File: src/rtl/game_pkg.sv
// Shared types and constants for the Minesweeper game sequencer:
// state encoding, difficulty selection and the per-difficulty board table.
package game_pkg;

    typedef enum logic [2:0] {
        MENU = 3'd0,
        GEN  = 3'd1,
        PLAY = 3'd2,
        WIN  = 3'd3,
        LOSE = 3'd4
    } game_state_t;

    typedef enum logic [1:0] {
        DIFF_EASY   = 2'd0,
        DIFF_MEDIUM = 2'd1,
        DIFF_HARD   = 2'd2
    } diff_t;

    // Indexed by diff_t value: easy, medium, hard.
    localparam logic [4:0] DIFF_SIZE  [3] = '{5'd8, 5'd16, 5'd24};
    localparam logic [6:0] DIFF_MINES [3] = '{7'd10, 7'd40, 7'd99};

    localparam int FRAMES_PER_SEC_DEF = 60;
    localparam int GEN_TIMEOUT_DEF    = 4;
    localparam int SEC_MAX_DEF        = 999;

    // Lowest set bit wins: easy > medium > hard.
    function automatic diff_t btn_to_diff(input logic [2:0] btn);
        if (btn[0])      return DIFF_EASY;
        else if (btn[1]) return DIFF_MEDIUM;
        else             return DIFF_HARD;
    endfunction

    function automatic logic [4:0] diff_size(input diff_t d);
        if (d == DIFF_HARD)        return DIFF_SIZE[2];
        else if (d == DIFF_MEDIUM) return DIFF_SIZE[1];
        else                       return DIFF_SIZE[0];
    endfunction

    function automatic logic [6:0] diff_mines(input diff_t d);
        if (d == DIFF_HARD)        return DIFF_MINES[2];
        else if (d == DIFF_MEDIUM) return DIFF_MINES[1];
        else                       return DIFF_MINES[0];
    endfunction

endpackage

File: src/rtl/game_timer.sv
// Elapsed-play timer: divides frame_start pulses down to seconds and
// saturates the seconds count at SEC_MAX.
module game_timer
    import game_pkg::*;
#(
    parameter int FRAMES_PER_SEC = FRAMES_PER_SEC_DEF,
    parameter int SEC_MAX        = SEC_MAX_DEF
) (
    input  logic       clk_i,
    input  logic       rst_i,
    input  logic       clear_i,
    input  logic       run_i,
    input  logic       frame_start_i,
    output logic [9:0] seconds_o
);

    localparam int DW = (FRAMES_PER_SEC > 1) ? $clog2(FRAMES_PER_SEC) : 1;
    localparam logic [DW-1:0] DIV_LAST = DW'(FRAMES_PER_SEC - 1);
    localparam logic [9:0]    SEC_SAT  = 10'(SEC_MAX);

    logic [DW-1:0] frame_div_q, frame_div_d;
    logic [9:0]    seconds_q, seconds_d;

    always_comb begin
        frame_div_d = frame_div_q;
        seconds_d   = seconds_q;
        if (clear_i) begin
            frame_div_d = '0;
            seconds_d   = '0;
        end else if (run_i && frame_start_i) begin
            if (frame_div_q == DIV_LAST) begin
                frame_div_d = '0;
                if (seconds_q != SEC_SAT) begin
                    seconds_d = seconds_q + 10'd1;
                end
            end else begin
                frame_div_d = frame_div_q + DW'(1);
            end
        end
    end

    always_ff @(posedge clk_i) begin
        if (rst_i) begin
            frame_div_q <= '0;
            seconds_q   <= '0;
        end else begin
            frame_div_q <= frame_div_d;
            seconds_q   <= seconds_d;
        end
    end

    assign seconds_o = seconds_q;

endmodule

File: src/rtl/game_ctl.sv
// Game sequencer: difficulty capture, frame-aligned config load, generator
// handshake with timeout, play/win/lose tracking and the elapsed-time timer.
module game_ctl
    import game_pkg::*;
#(
    parameter int FRAMES_PER_SEC = FRAMES_PER_SEC_DEF,
    parameter int GEN_TIMEOUT    = GEN_TIMEOUT_DEF,
    parameter int SEC_MAX        = SEC_MAX_DEF
) (
    input  logic       clk_i,
    input  logic       rst_i,
    input  logic [2:0] btn_pulse_i,
    input  logic       frame_start_i,
    input  logic       gen_done_i,
    input  logic       mine_hit_i,
    input  logic [9:0] revealed_cnt_i,
    output logic       gen_start_o,
    output logic [4:0] board_size_o,
    output logic [6:0] mine_count_o,
    output logic [2:0] game_state_o,
    output logic       play_en_o,
    output logic [9:0] seconds_o,
    output logic       gen_err_o
);

    localparam int GW = (GEN_TIMEOUT > 1) ? $clog2(GEN_TIMEOUT + 1) : 1;
    localparam logic [GW-1:0] GEN_LAST = GW'(GEN_TIMEOUT - 1);

    game_state_t   state_q, state_d;
    diff_t         pend_diff_q, pend_diff_d;
    logic          pend_vld_q, pend_vld_d;
    logic [GW-1:0] gen_frames_q, gen_frames_d;
    logic [4:0]    size_q, size_d;
    logic [6:0]    mines_q, mines_d;
    logic          gen_start_q, gen_start_d;
    logic          play_en_q, play_en_d;
    logic          gen_err_q, gen_err_d;
    logic          timer_clear;
    logic          timer_run;
    logic [9:0]    win_target;
    logic          win_hit;

    // Safe cells on the current board; 24*24 = 576 still fits in 10 bits.
    assign win_target = ({5'd0, size_q} * {5'd0, size_q}) - {3'd0, mines_q};
    assign win_hit    = (revealed_cnt_i == win_target);

    always_comb begin
        state_d      = state_q;
        pend_diff_d  = pend_diff_q;
        pend_vld_d   = pend_vld_q;
        gen_frames_d = gen_frames_q;
        size_d       = size_q;
        mines_d      = mines_q;
        gen_err_d    = gen_err_q;
        gen_start_d  = 1'b0;
        timer_clear  = 1'b0;

        case (state_q)
            MENU: begin
                // A press in the same cycle as the frame boundary still counts.
                if (|btn_pulse_i) begin
                    pend_vld_d  = 1'b1;
                    pend_diff_d = btn_to_diff(btn_pulse_i);
                end
                if (frame_start_i && pend_vld_d) begin
                    size_d       = diff_size(pend_diff_d);
                    mines_d      = diff_mines(pend_diff_d);
                    gen_err_d    = 1'b0;
                    gen_start_d  = 1'b1;
                    timer_clear  = 1'b1;
                    pend_vld_d   = 1'b0;
                    gen_frames_d = '0;
                    state_d      = GEN;
                end
            end
            GEN: begin
                if (gen_done_i) begin
                    timer_clear = 1'b1;
                    state_d     = PLAY;
                end else if (frame_start_i) begin
                    if (gen_frames_q == GEN_LAST) begin
                        gen_err_d = 1'b1;
                        state_d   = MENU;
                    end else begin
                        gen_frames_d = gen_frames_q + GW'(1);
                    end
                end
            end
            PLAY: begin
                if (mine_hit_i) begin
                    state_d = LOSE;
                end else if (win_hit) begin
                    state_d = WIN;
                end
            end
            WIN, LOSE: begin
                if (|btn_pulse_i) begin
                    state_d = MENU;
                end
            end
            default: state_d = MENU;
        endcase

        play_en_d = (state_d == PLAY);
    end

    // The timer only advances while play continues through this cycle.
    assign timer_run = (state_q == PLAY) && (state_d == PLAY);

    always_ff @(posedge clk_i) begin
        if (rst_i) begin
            state_q      <= MENU;
            pend_diff_q  <= DIFF_EASY;
            pend_vld_q   <= 1'b0;
            gen_frames_q <= '0;
            size_q       <= DIFF_SIZE[0];
            mines_q      <= DIFF_MINES[0];
            gen_start_q  <= 1'b0;
            play_en_q    <= 1'b0;
            gen_err_q    <= 1'b0;
        end else begin
            state_q      <= state_d;
            pend_diff_q  <= pend_diff_d;
            pend_vld_q   <= pend_vld_d;
            gen_frames_q <= gen_frames_d;
            size_q       <= size_d;
            mines_q      <= mines_d;
            gen_start_q  <= gen_start_d;
            play_en_q    <= play_en_d;
            gen_err_q    <= gen_err_d;
        end
    end

    game_timer #(
        .FRAMES_PER_SEC(FRAMES_PER_SEC),
        .SEC_MAX       (SEC_MAX)
    ) u_timer (
        .clk_i        (clk_i),
        .rst_i        (rst_i),
        .clear_i      (timer_clear),
        .run_i        (timer_run),
        .frame_start_i(frame_start_i),
        .seconds_o    (seconds_o)
    );

    assign game_state_o = state_q;
    assign gen_start_o  = gen_start_q;
    assign board_size_o = size_q;
    assign mine_count_o = mines_q;
    assign play_en_o    = play_en_q;
    assign gen_err_o    = gen_err_q;

endmodule

File: config.mk
export PLATFORM = sky130hd
export DESIGN_NAME = game_ctl
export DESIGN_NICKNAME = d
export VERILOG_FILES = /design/src/rtl/game_pkg.sv /design/src/rtl/game_timer.sv /design/src/rtl/game_ctl.sv
export SDC_FILE = /design/constraint.sdc
export NUM_CORES = 1
export LEC_CHECK = 0
export ABC_AREA = 0
export BUFFER_PORTS_ARGS = -buffer_cell sky130_fd_sc_hd__buf_2
export CELL_PAD_IN_SITES_DETAIL_PLACEMENT = 1
export CELL_PAD_IN_SITES_GLOBAL_PLACEMENT = 1
export CORE_MARGIN = 2
export CORE_UTILIZATION = 41
export CTS_BUF_LIST = sky130_fd_sc_hd__clkbuf_8
export DETAILED_ROUTE_END_ITERATION = 10
export PLACE_DENSITY = 0.83
export SYNTH_ARGS = -nofsm -noshare
export SYNTH_HDL_FRONTEND = slang
export SYNTH_SLANG_ARGS = --single-unit
File: constraint.sdc
create_clock -name clk_i -period 3.2 [get_ports clk_i]
set_clock_uncertainty 0.1 [all_clocks]
set_input_delay 0 -clock clk_i [delete_from_list [all_inputs] [get_ports clk_i]]
set_output_delay 0 -clock clk_i [all_outputs]
set_load 0.03 [all_outputs]
[Yosys cells after proc, flatten, opt, wreduce, memory -nomap -nowiden]
Cells that the tools add are included.
Word-level totals
  register bits: 40
  input bits: 18
  logic and storage cells: 79
  output and inout port bits: 28
Cells by class
  add/sub/neg operators: 4
  equal/unequal tests: 16
  $mul: 1
  bitwise operators: 1
  mux-type cells: 33
  reduce and logical (&&, ||, !) cells: 13
Operator list (count)
  $mux 3: 11
  $eq 3x2->1 const B: 4
  $mux 6: 2
  $pmux 3 s4: 1
  $add 10x1->10 const B: 1
  $eq 10x10->1: 1
  $mul 5x5->10: 1
  $mux 5: 2
  $ne 10x10->1 const B: 1
  $ne 2x2->1 const B: 5
  $reduce_and 5->1: 2
  $sub 10x7->10: 1
  $mux 1: 9
  $mux 2: 4
  $mux 7: 1
  $add 6x1->6 const B: 1
  $eq 6x6->1 const B: 1
  $pmux 3 s2: 1
  $reduce_or 2->1: 3
  $pmux 1 s2: 2
  $add 3x1->3 const B: 1
  $eq 3x1->1 const B: 1
  $eq 3x3->1 const B: 1
  $logic_and 1x1->1: 3
  other kinds (8): 8

[Logic depth before layout (Yosys ltp)]
  depth in word-level cells: 10
  mapped depth: 12
  gate-level depth less buffers: 10

[Modules after synthesis]
From an unflattened synthesis, not the netlist that was laid out.
Unflattened totals
  cells, all modules: 219
  area total of the unflattened synthesis: 1871.8 µm²
Modules (own cells, without submodules)
  game_ctl: cells each 131, area each 1104.8 µm², instances 1
  game_timer: cells each 88, area each 767.0 µm², instances 1

[Least setup slack after synthesis]
OpenSTA, ideal clock, no wires.
  kind: reg2reg
  from: reg size_q[3] (netlist: board_size_o[3])
  to: reg u_timer.seconds_q[2] (netlist: u_timer.seconds_o[2])
  library setup time: 70 ps
  path slack: 480 ps
  arrival time: 2549 ps
  data required time: 3030 ps
  cell stages (with the launch flop): 11
  cells stage by stage: dfxtp_1 inv_1 ha_1 ha_1 and3b_1 a211o_1 a211oi_1 nor3_2 buf_4 or3_1 a21oi_1
Between the ends
  word-level cells in the longest chain between the ends: 10
RTL lines
  from (decl): line game_ctl.sv:33  | logic [4:0] size_q, size_d;
  from (signal assigned): line game_ctl.sv:116  | size_q <= DIFF_SIZE[0];
  from (signal assigned): line game_ctl.sv:126  | size_q <= size_d;
  $mul 5x5->10: line game_ctl.sv:44  | assign win_target = ({5'd0, size_q} * {5'd0, size_q}) - {3'd0, mines_q};
  $sub 10x7->10: line game_ctl.sv:44
  $eq 10x10->1: line game_ctl.sv:45  | assign win_hit = (revealed_cnt_i == win_target);
  $mux 3: line game_ctl.sv:92  | end else if (win_hit) begin
  $mux 3: line game_ctl.sv:90  | if (mine_hit_i) begin
  $pmux 3 s4: line game_ctl.sv:58  | case (state_q)
  $eq 3x2->1: line game_ctl.sv:108  | assign timer_run = (state_q == PLAY) && (state_d == PLAY);
  $logic_and 1x1->1: line game_ctl.sv:108
  $logic_and 1x1->1: line game_timer.sv:30  | end else if (run_i && frame_start_i) begin
  $reduce_and 3->1 (no line)
  to (signal assigned): line game_timer.sv:48  | seconds_q <= seconds_d;
  to (decl): line game_timer.sv:22  | logic [9:0] seconds_q, seconds_d;
Every way passes these cells.
A chain may end at the register's enable or synchronous reset.

[Worst setup path after layout]
  from: reg size_q[3] (netlist: board_size_o[3])
  to: reg u_timer.seconds_q[3] (netlist: u_timer.seconds_o[3])
Same word-level chain as after synthesis.

==> results.md <==
* Period minus WS final at slightly below 3 ns
* Clock Latency Late Sink at 0.28 ns
* Pre-antenna DRT Iters at 4
* Die Wd at roughly 74 µm
* Cell variety after synth at 48
* CP delay by family, top: compound AO/OA/AOI/OAI gates
* Synth Area in Adders at 0.07458
* Final critical-path share of the clock period at 0.9003
* Top cell by count, worst path: ha_1
* Power density over the cells at roughly 420 mW/mm²
* Slowest cell delay on critical path at 0.48 ns
* Final Max Slew Viols at 0
* Dpl cells at roughly 340
* Area occupied by multi-input gates at about 0.0012 mm²
* Initial DRC Count at 34
* TritonCTS Sinks at 32
* CTS tree: built
* Warning count from the yosys run at 0
* DP Area at about 0.0022 mm²
* Seq. cell area at between 600 and 700 µm²
* Slew HR at 0.6128
* Top FF cell, synth: dfxtp_1
* Initial core utilization at 0.4262
* CP Launch Type: register
* Synth Area in XOR/XNOR at 0.05221
* Flop2flop setup slack at between 0.3 and 0.4 ns
* R2r startpoint: board_size_o[3]
* Reg2reg end: u_timer.seconds_o[3]
* CTS resizes at 0
* First-pass GRT wire length at ~8600 µm
* Largest net degree at the start of global routing at 26
* DP HPWL at roughly 4000 µm
* Worst-case clock buffer depth at 2
* Worst slew pin tran at approximately 0.58 ns
* CP max-delay cell: or4_1
* Port Buf Inserts at 40
* Ports at 46
* Vias per cell at between 5 and 6
* RSZ-0062 raised after global routing: no
* Routed wire per std cell at approximately 15 µm
* Hold path startpoint: btn_pulse_i[0]
* Mux share of post-synthesis cell area at 0.01492
* Worst VDD drop at about 0.00023 V
* Synthesized flop and latch total at 32
* ANT cells at 0
* Drt drc at 0
* Row count at 25
* CP required at around 3.3 ns
* Num CTS Buffers at 5
* Drt total wl at just over 5000 µm
* CP cell instances: inv_1, ha_1, ha_1, and3b_1, a211o_1, a211oi_1, nor3_2, buf_4, or4_1, a21oi_1
* Max Freq at approximately 350 MHz
* Worst Path Max Fanout at 25
* Final Wtd Congestion at a little under 0.9
* Synth Area in Compound Gates at 0.2057
* Mapped Cells at 240
* Area Overhead vs Synth at 18.27%
* Post-route antenna net violation count at 0
* Chip Height at about 74 µm
* Cell Area, Synth at between 0.002 and 0.0025 mm²
* Final setup vio count at 0
* Ratio of cells with drive above 1 in the final layout at 0.2120
* Layout Nets at about 310
* CP arrival at approximately 3 ns
* Setup crit end kind: register
* GR Util All Layers at 0.2019
* Vias in the first global route at 1872
* HP Class: input port to register
* Pleak at a little under 1 nW
* Congestion Overflow GR at 0
* WS Path Type: register to register
* Routed vias at about 1900
* CTS root buf: clkbuf_8
* Mean Syn Cell Area at 8.388 µm²
* Simple-Gate Fraction of Synth Area at 0.2617
* Clk slew on worst S/H paths at 0.07 ns
* Die area at 0.005486 mm²
* Setup TNS at 0 ns
* Total Power at just over 1 mW
* Fin. Hold Viols at 0
* Combinational family with the most area after synthesis: simple AND/OR/NAND/NOR gates
* Outcome: completed
* Max-cap violations at 0
* Floorplan core area at around 0.0047 mm²
* Filler Cells Inserted at 595
* R2R cell count at 10
* Hold endpoint: pend_diff_q[0]
* Hold path depth at 4
* Final Cell Area at ~0.0024 mm²
* WHS at 0.02864 ns
* FFs w/ async S/R, synth at 0
* Initial antenna violation count at 0
* Final cell count without fillers at 350
* H-tree Lvls at 2
* Number of synthesized flops with an enable pin at 0
* Seq/Total Area, Yosys at 0.3182
* Worst Path Buf+Inv at 2
-- power by group --
| part | internal (mW) | switching [mW] |
|---|---|---|
| Clock | 0.228 | 0.152 |
| Sequential | 0.411 | 0.0173 |
| Combinational | 0.0741 | 0.128 |
-- cells in the final DEF (no fill, tap or decap), types with 3 or more instances in the layout --
cell,netlist,layout
buf_2,0,40
dfxtp_1,32,32
nand2_1,21,21
a21oi_1,20,20
nor2_1,17,17
inv_1,13,14
ha_1,12,12
nor3_1,9,9
o21ai_0,9,9
xnor2_1,8,8
or3_1,7,7
or4_1,7,7
nand3_1,7,7
o211ai_1,5,5
conb_1,1,5
clkbuf_8,0,5
a211oi_1,4,4
xor2_1,4,4
a211o_1,4,4
dlygate4sd3_1,0,4
nand4_1,3,3
nor2b_1,3,3
o31ai_1,3,3
mux2i_1,3,3
-- Yosys cell counts, types with 2 or more instances --
| master | instances | area [µm²] |
|---|---|---|
| dfxtp_1 | 32 | 640.6 |
| nand2_1 | 21 | 78.83 |
| a21oi_1 | 20 | 100.1 |
| nor2_1 | 17 | 63.81 |
| inv_1 | 13 | 48.80 |
| ha_1 | 12 | 150.1 |
| buf_4 | 10 | 75.07 |
| nor3_1 | 9 | 45.04 |
| o21ai_0 | 9 | 45.04 |
| xnor2_1 | 8 | 70.07 |
| nand3_1 | 7 | 35.03 |
| or3_1 | 7 | 43.79 |
| or4_1 | 7 | 52.55 |
| o211ai_1 | 5 | 37.54 |
| a211o_1 | 4 | 35.03 |
| a211oi_1 | 4 | 30.03 |
| clkbuf_1 | 4 | 15.01 |
| xor2_1 | 4 | 35.03 |
| mux2i_1 | 3 | 30.03 |
| nand4_1 | 3 | 18.77 |
| nor2b_1 | 3 | 18.77 |
| o31ai_1 | 3 | 22.52 |
| a41oi_1 | 2 | 17.52 |
| and2_1 | 2 | 12.51 |
| and3b_1 | 2 | 17.52 |
| nand3b_1 | 2 | 15.01 |
| nor3_2 | 2 | 20.02 |
| nor3b_1 | 2 | 15.01 |
| nor4_1 | 2 | 12.51 |
| o21a_1 | 2 | 15.01 |
| o221a_2 | 2 | 22.52 |
-- per-stage QoR --
stage | worst slack [ns] | utilization
after CTS | 0.3450 | 0.5041
after global placement | 0.4949 | 0.4728
final | 0.3192 | 0.5041
after global routing | 0.1252 | 0.5041
after detailed placement | 0.3564 | 0.4728
after floorplan | 0.4801 | -
-- cells by family (layout without fill, tap and decap cells) --
group / count (synthesis) / count (layout)
adders and majority gates: 12 / 12
xor gates and xnor gates: 12 / 12
buffers and inverters: 28 / 67
other: 1 / 5
muxes: 3 / 3
AOI/OAI and AO/OA: 60 / 60
DFF: 32 / 32
and+or+nand+nor: 92 / 92
-- how the worst max path moves through the flow --
stage	start	endpoint	slack (ns)	depth (start not counted)
after detailed placement	mine_count_o[0]	u_timer.seconds_o[3]	0.36	10
after CTS	mine_count_o[0]	u_timer.seconds_o[3]	0.34	10
final	board_size_o[3]	u_timer.seconds_o[3]	0.32	10
after global placement	board_size_o[3]	u_timer.seconds_o[3]	0.49	10
after floorplan	board_size_o[3]	u_timer.seconds_o[2]	0.48	10
after global routing	board_size_o[3]	u_timer.seconds_o[3]	0.13	10
-- metal layers --
layer / vias up / part of all wire / GRT usage
met4: 0 / 0.023 / 0.08081
met3: 12 / 0.031 / 0.04472
met1: 910 / 0.45 / 0.2442
met5: - / 0 / 0
met2: 30 / 0.50 / 0.3472
li1: 952 / - / -
-- sequential cells by signal, summed over array words and instances (netlist names) --
register             cells
gen_start_o              1
game_state_o             3
gen_err_o                1
board_size_o             1
mine_count_o             3
play_en_o                1
gen_frames_q             3
pend_diff_q              2
u_timer.frame_div_q      6
u_timer.seconds_o       10
pend_vld_q               1
-- timing repair --
action,4_1_cts,5_1_grt
endpoints found under the hold margin,9,0
buffers inserted,0,0
hold buffers,4,0
-- final cells by class --
class,instances,share of cell area
multi-input combinational,184,0.5229
timing repair buffer,46,0.1072
tap,67,0.03521
inverter,13,0.02049
clock buffer,5,0.02890
clock inverter,3,0.01629
sequential,32,0.2690
-- tightest hold or removal path, stage by stage --
cell	delay, ns
buf_2	0.11
nor2_1	0.07
mux2i_1	0.13
nor2_1	0.05
Power figures use the tool's default switching activity.
